### src/rtl/icache_if.sv
// Refill bus between the instruction cache and instruction memory.
// The cache drives one word-aligned beat address; memory returns one word per ack.
interface icache_if;
   logic        mem_req;
   logic [31:0] mem_addr;
   logic        mem_ack;
   logic [31:0] mem_rdata;

   modport master (output mem_req, mem_addr, input mem_ack, mem_rdata);
   modport slave  (input mem_req, mem_addr, output mem_ack, mem_rdata);
endinterface

### src/rtl/icache.sv
// Direct-mapped read-only instruction cache: 0-cycle hits, word-per-beat line refill on a miss.
// Define ICACHE_STATS_EN to add the hit_count/miss_count outputs.
module icache #(
   parameter int LINES = 16,
   parameter int WORDS = 4
) (
   input  logic        clock,
   input  logic        rst,
   input  logic [31:0] pc,
   input  logic        req,
   input  logic        inv,
   output logic [31:0] instruction,
   output logic        hit,
   output logic        stall,
   icache_if.master    mem
`ifdef ICACHE_STATS_EN
   ,
   output logic [31:0] hit_count,
   output logic [31:0] miss_count
`endif
);
   localparam int OB = $clog2(WORDS) + 2;
   localparam int IB = $clog2(LINES);
   localparam int TW = 32 - OB - IB;
   localparam int BW = $clog2(WORDS);
   localparam int LW = 32 - OB;

   typedef enum logic {IDLE, REFILL} state_e;

   state_e                            state_q, state_d;
   logic [LINES-1:0]                  valid_q, valid_d;
   logic [LINES-1:0][TW-1:0]          tag_q, tag_d;
   logic [LINES-1:0][WORDS-1:0][31:0] data_q;
   logic [LW-1:0]                     line_q, line_d;
   logic [BW-1:0]                     beat_q, beat_d;
   logic                              poison_q, poison_d;
   logic                              data_we;

   logic [BW-1:0] pc_off;
   logic [IB-1:0] pc_idx;
   logic [TW-1:0] pc_tag;
   logic [IB-1:0] fill_idx;
   logic          lookup_hit;
   logic          unused_pc;

   assign pc_off     = pc[OB-1:2];
   assign pc_idx     = pc[OB+IB-1:OB];
   assign pc_tag     = pc[31:OB+IB];
   assign unused_pc  = ^pc[1:0];
   assign fill_idx   = line_q[IB-1:0];
   assign lookup_hit = valid_q[pc_idx] && (tag_q[pc_idx] == pc_tag);

   // Outputs are gated by rst so a request held during reset cannot raise stall.
   always_comb begin
      hit          = 1'b0;
      stall        = 1'b0;
      instruction  = '0;
      mem.mem_req  = 1'b0;
      mem.mem_addr = '0;
      if (rst) begin
         if (state_q == REFILL) begin
            stall        = 1'b1;
            mem.mem_req  = 1'b1;
            mem.mem_addr = {line_q, beat_q, 2'b00};
         end else if (req) begin
            hit   = lookup_hit;
            stall = !lookup_hit;
            if (lookup_hit) instruction = data_q[pc_idx][pc_off];
         end
      end
   end

   always_comb begin
      state_d  = state_q;
      valid_d  = valid_q;
      tag_d    = tag_q;
      line_d   = line_q;
      beat_d   = beat_q;
      poison_d = poison_q;
      data_we  = 1'b0;
      case (state_q)
         IDLE: begin
            if (req && !lookup_hit) begin
               state_d = REFILL;
               line_d  = pc[31:OB];
               beat_d  = '0;
            end
         end
         REFILL: begin
            if (inv) poison_d = 1'b1;
            if (mem.mem_ack) begin
               data_we = 1'b1;
               beat_d  = beat_q + 1'b1;
               if (beat_q == BW'(WORDS - 1)) begin
                  tag_d[fill_idx] = line_q[LW-1:IB];
                  if (!poison_q) valid_d[fill_idx] = 1'b1;
                  state_d  = IDLE;
                  poison_d = 1'b0;
                  beat_d   = '0;
               end
            end
         end
         default: state_d = IDLE;
      endcase
      // Applied last so an invalidate on the final beat still leaves the line invalid.
      if (inv) valid_d = '0;
   end

`ifdef ICACHE_STATS_EN
   logic [31:0] hit_count_q, hit_count_d;
   logic [31:0] miss_count_q, miss_count_d;

   always_comb begin
      hit_count_d  = hit_count_q + (hit ? 32'd1 : 32'd0);
      miss_count_d = miss_count_q +
                     ((state_q == IDLE && state_d == REFILL) ? 32'd1 : 32'd0);
   end

   assign hit_count  = hit_count_q;
   assign miss_count = miss_count_q;
`endif

   always_ff @(posedge clock or negedge rst) begin
      if (!rst) begin
         state_q      <= IDLE;
         valid_q      <= '0;
         tag_q        <= '0;
         line_q       <= '0;
         beat_q       <= '0;
         poison_q     <= 1'b0;
`ifdef ICACHE_STATS_EN
         hit_count_q  <= '0;
         miss_count_q <= '0;
`endif
      end else begin
         state_q      <= state_d;
         valid_q      <= valid_d;
         tag_q        <= tag_d;
         line_q       <= line_d;
         beat_q       <= beat_d;
         poison_q     <= poison_d;
`ifdef ICACHE_STATS_EN
         hit_count_q  <= hit_count_d;
         miss_count_q <= miss_count_d;
`endif
      end
   end

   // Data words need no reset: they are only observable behind a set valid bit.
   always_ff @(posedge clock) begin
      if (data_we) data_q[fill_idx][beat_q] <= mem.mem_rdata;
   end
endmodule

### src/flat_wrapper.sv
// flat-port wrapper written by rule: the top's interface ports become plain ports
module icache_flat 
#(
   parameter int LINES = 16,
   parameter int WORDS = 4
)
  (clock, rst, pc, req, inv, instruction, hit, stall, mem_mem_req, mem_mem_addr, mem_mem_ack, mem_mem_rdata);
  icache_if mem_i ();
  input  logic clock;
  input  logic rst;
  input  logic [31:0] pc;
  input  logic req;
  input  logic inv;
  output logic [31:0] instruction;
  output logic hit;
  output logic stall;
  output wire logic [$bits(mem_i.mem_req)-1:0] mem_mem_req;
  output wire logic [$bits(mem_i.mem_addr)-1:0] mem_mem_addr;
  input wire logic [$bits(mem_i.mem_ack)-1:0] mem_mem_ack;
  input wire logic [$bits(mem_i.mem_rdata)-1:0] mem_mem_rdata;
  assign mem_mem_req = mem_i.mem_req;
  assign mem_mem_addr = mem_i.mem_addr;
  assign mem_i.mem_ack = mem_mem_ack;
  assign mem_i.mem_rdata = mem_mem_rdata;
  icache #(.LINES(LINES), .WORDS(WORDS)) u_core (.clock(clock), .rst(rst), .pc(pc), .req(req), .inv(inv), .instruction(instruction), .hit(hit), .stall(stall), .mem(mem_i));
endmodule
### config.mk
export PLATFORM = sky130hd
export DESIGN_NAME = icache_flat
export DESIGN_NICKNAME = d
export VERILOG_FILES = /design/src/rtl/icache_if.sv /design/src/rtl/icache.sv /design/src/flat_wrapper.sv
export SDC_FILE = /design/constraint.sdc
export NUM_CORES = 2
export LEC_CHECK = 0
export BUFFER_PORTS_ARGS = -buffer_cell sky130_fd_sc_hd__buf_4
export CORE_MARGIN = 3
export CORE_UTILIZATION = 35
export CTS_BUF_LIST = sky130_fd_sc_hd__clkbuf_16
export CTS_CLUSTER_DIAMETER = 150
export DETAILED_ROUTE_END_ITERATION = 8
export PLACE_DENSITY = 0.56
export SYNTH_ARGS = -nofsm -noshare
export SYNTH_HDL_FRONTEND = slang
export SYNTH_SLANG_ARGS = --single-unit
### constraint.sdc
create_clock -name clock -period 7.1 [get_ports clock]
set_input_delay 1.42 -clock clock [delete_from_list [all_inputs] [get_ports clock]]
set_output_delay 1.42 -clock clock [all_outputs]
set_load 0.005 [all_outputs]
==> results.cfg <==
[outcome]
status = complete, no violations

[routing]
drt_iter0_markers = 4915
drt_first_pass_iters = 6
wirelength_um = 258000
drcViolationCount = 0
num_vias = 49243
antenna_left = 0
wire_per_inst_um = 28.3
vias_per_cell = 5.39

[timing]
max_freq_mhz = 147
min_period_over_period_pct = 95.6
rsz0062_at_grt = false
worst_slew_pin_slew_ns = 1.24
hold_violations = 0
slew_headroom_pct = 17.5
skew_ns = 0.0570
setup_ws_ns = 0.314
fin_crit_ns = 6.79
setup_viol = 0
maxSlewViolCount = 0
finalSetupTns_ns = 0

[global_routing]
antenna_found_initial = 21
grt.overflow.total = 0
first_global_vias = 50208
grt_pass1_wl_um = 373000
grt_max_degree = 149
grt_use_total_pct = 17.9

[floorplan]
die_x_um = 536
die_height_um = 536
rows = 194
initial_core_util_pct = 35.2
io_pins = 136
dieArea_um2 = 288000
coreArea_um2 = 280000

[power]
internal-power_mw = 25.6
p_leak_nw = 38.8
power_density_nw_per_um2 = 305
pwr-share-seq_pct = 52.7
switching_share_pct = 25.2
power.switching_mw = 8.61
clkPwrFrac_pct = 35.9
p_comb_share_pct = 11.3
vdd_drop_max_mv = 0.236

[job]
max_cap_violations = 0

[clocking]
root_buffer = clkbuf_16
clk_latency_ns = 0.88
tritoncts.num_buffers = 244
cts_resized = 0
cts_setup_buffers = 0
clk_pin_slew_ns = 0.06
cts_tree = done
cts.sink_count = 2480
cts_hold_buf = 0
h-tree-depth = 4
clockBufferDepth = 4

[worst_hold_path]
min_delay_path_depth = 2
hold_start = u_core.tag_q[195]
min_path_type = flip-flop to flip-flop

[critical_path]
crit_arrival_ns = 5.37
r2r_start = u_core.beat_q[0]
critical_path_class = primary input to output port
r2r_cells = 5
critical_path.endpoint_type = output port
critPathLaunch = pc[5]
cp_max_fo = 44
crit_required_ns = 5.68
start_kind = primary input

[synthesis]
synth-xor-area-share_pct = 0.294
synthTopCellsByCount = edfxtp_1 (2,048), nand2_1 (838), mux4_2 (746)
yosys_warnings = 0
synth_top_family_by_area = multiplexers
synth_area_um2 = 98400
synth_cell_types = 56
synth-compound-area-share_pct = 0.523
async_reset_ff_share_pct = 17.4
yosys_register_bits = 2480
synthAdderAreaFrac_pct = 0.0509
synth_top_area_share_pct = 62.5
synth_edf_count = 2048
synth_seq_area_share_pct = 73.5
syn_inst = 4987
synth_area_leaders = edfxtp_1 (62%), mux4_2 (17%), dfrtp_1 (11%), nand2_1 (3.2%), mux2_2 (1.8%)
synthSimpleGateAreaFrac_pct = 4.59
synthMuxAreaShare_pct = 19.5
synth_flop_cell = edfxtp_1
synth.avg_cell_area_um2 = 19.7
yosysTopAreaCell = edfxtp_1
synth_most_common_cell = edfxtp_1

[layout]
layout-drive-gt1-share_pct = 29.2
nets = 5275
syn2layout_area_growth_pct = 13.8

[place]
port_buffers = 131
hpwl_um = 144000
dpl_worst_slack_ns = 0.0882
routabilityCongestion = 0.772
==> critical path: stages <==
cell       delay [ns]
buf_8            0.40
buf_4            0.39
mux2_2           0.39
nor4_1           0.17
a31o_2           0.16
o41ai_1          0.08
a2111oi_1        0.58
o2111ai_1        0.35
or4_4            0.78
nor2b_1          0.25
buf_4            0.17
buf_4            0.11
==> per-stage QoR <==
stage	util [%]	instances	instance area [um^2]	power, mW	hold WS (ns)
after floorplan	-	4988	98400	20.5	0.439
after global placement	37.4	8680	105000	22.0	0.453
after detailed placement	37.4	8680	105000	22.2	0.460
after CTS	40.0	9117	112000	34.5	0.474
after global routing	40.0	9119	112000	35.6	0.486
final	40.1	9131	112000	34.2	0.473
==> kinds of logic (layout without fill, tap and decap cells) <==
family	count (synthesis)	count (layout)
mux	970	970
buf+inv	334	739
flops	2480	2480
compound gates	72	72
other cells	1	16
fa+ha+maj	4	4
simple gates	1093	1093
xor+xnor	33	33
==> layout by cell type, fill, tap and decap left out, types with 19 or more instances in the layout <==
cell type	instances
xnor2_1	26
buf_4	259
inv_1	66
nor2_4	53
nor2b_1	43
nand3_1	19
nor2_1	36
a21oi_1	20
clkinv_1	61
dfrtp_1	432
buf_12	19
clkbuf_16	246
a22oi_1	20
clkinv_2	49
nand2_1	838
mux4_2	746
mux2_2	153
mux2i_1	70
edfxtp_1	2048
and3_1	39
==> power groups by stage <==
stage / logic [mW] / registers (mW) / clock network (mW)
3_5_place_dp: 3.91 / 18.3 / 0
4_1_cts: 3.92 / 18.0 / 12.6
6_report: 3.88 / 18.0 / 12.3
2_1_floorplan: 2.71 / 17.8 / 0
3_3_place_gp: 3.82 / 18.2 / 0
5_1_grt: 4.22 / 18.2 / 13.1
==> metal layers <==
| layer | vias to the layer above | GRT usage [%] | part of all wire, % |
|---|---|---|---|
| li1 | 20225 | - | - |
| met1 | 26922 | 26.2 | 44 |
| met2 | 1758 | 28.2 | 47 |
| met3 | 334 | 2.89 | 6.6 |
| met4 | 4 | 3.71 | 1.9 |
| met5 | - | 0 | 0.0081 |
==> area by class of cell <==
type | count | area [um^2]
fillers | 24972 | 168000
flip-flops and latches | 2480 | 72300
multi-input cells | 2174 | 25000
clock buffers | 246 | 6160
well taps | 3724 | 4660
repair buffers | 284 | 2410
clock inverters | 191 | 1310
inverters | 18 | 86.3
diodes | 14 | 35.0
==> flip-flops by register name, summed over array words and instances (netlist names) <==
name and flops:
u_core.data_q 2048, u_core.tag_q 384, u_core.line_q 28, u_core.valid_q 16, u_core.beat_q 2, u_core.poison_q 1, u_core.state_q 1
==> final timing paths <==
path / endpoint / slack, ns
worst max-delay path: instruction[10] / 0.31
max in group asynchronous: u_core.tag_q[149] / 4.46
worst min register to register: u_core.tag_q[195] / 0.47
min in group asynchronous: u_core.tag_q[151] / 0.54
worst min-delay path: u_core.tag_q[195] / 0.47
worst max register to register: u_core.data_q[866] / 3.04
(Power assumes the default switching activity.)
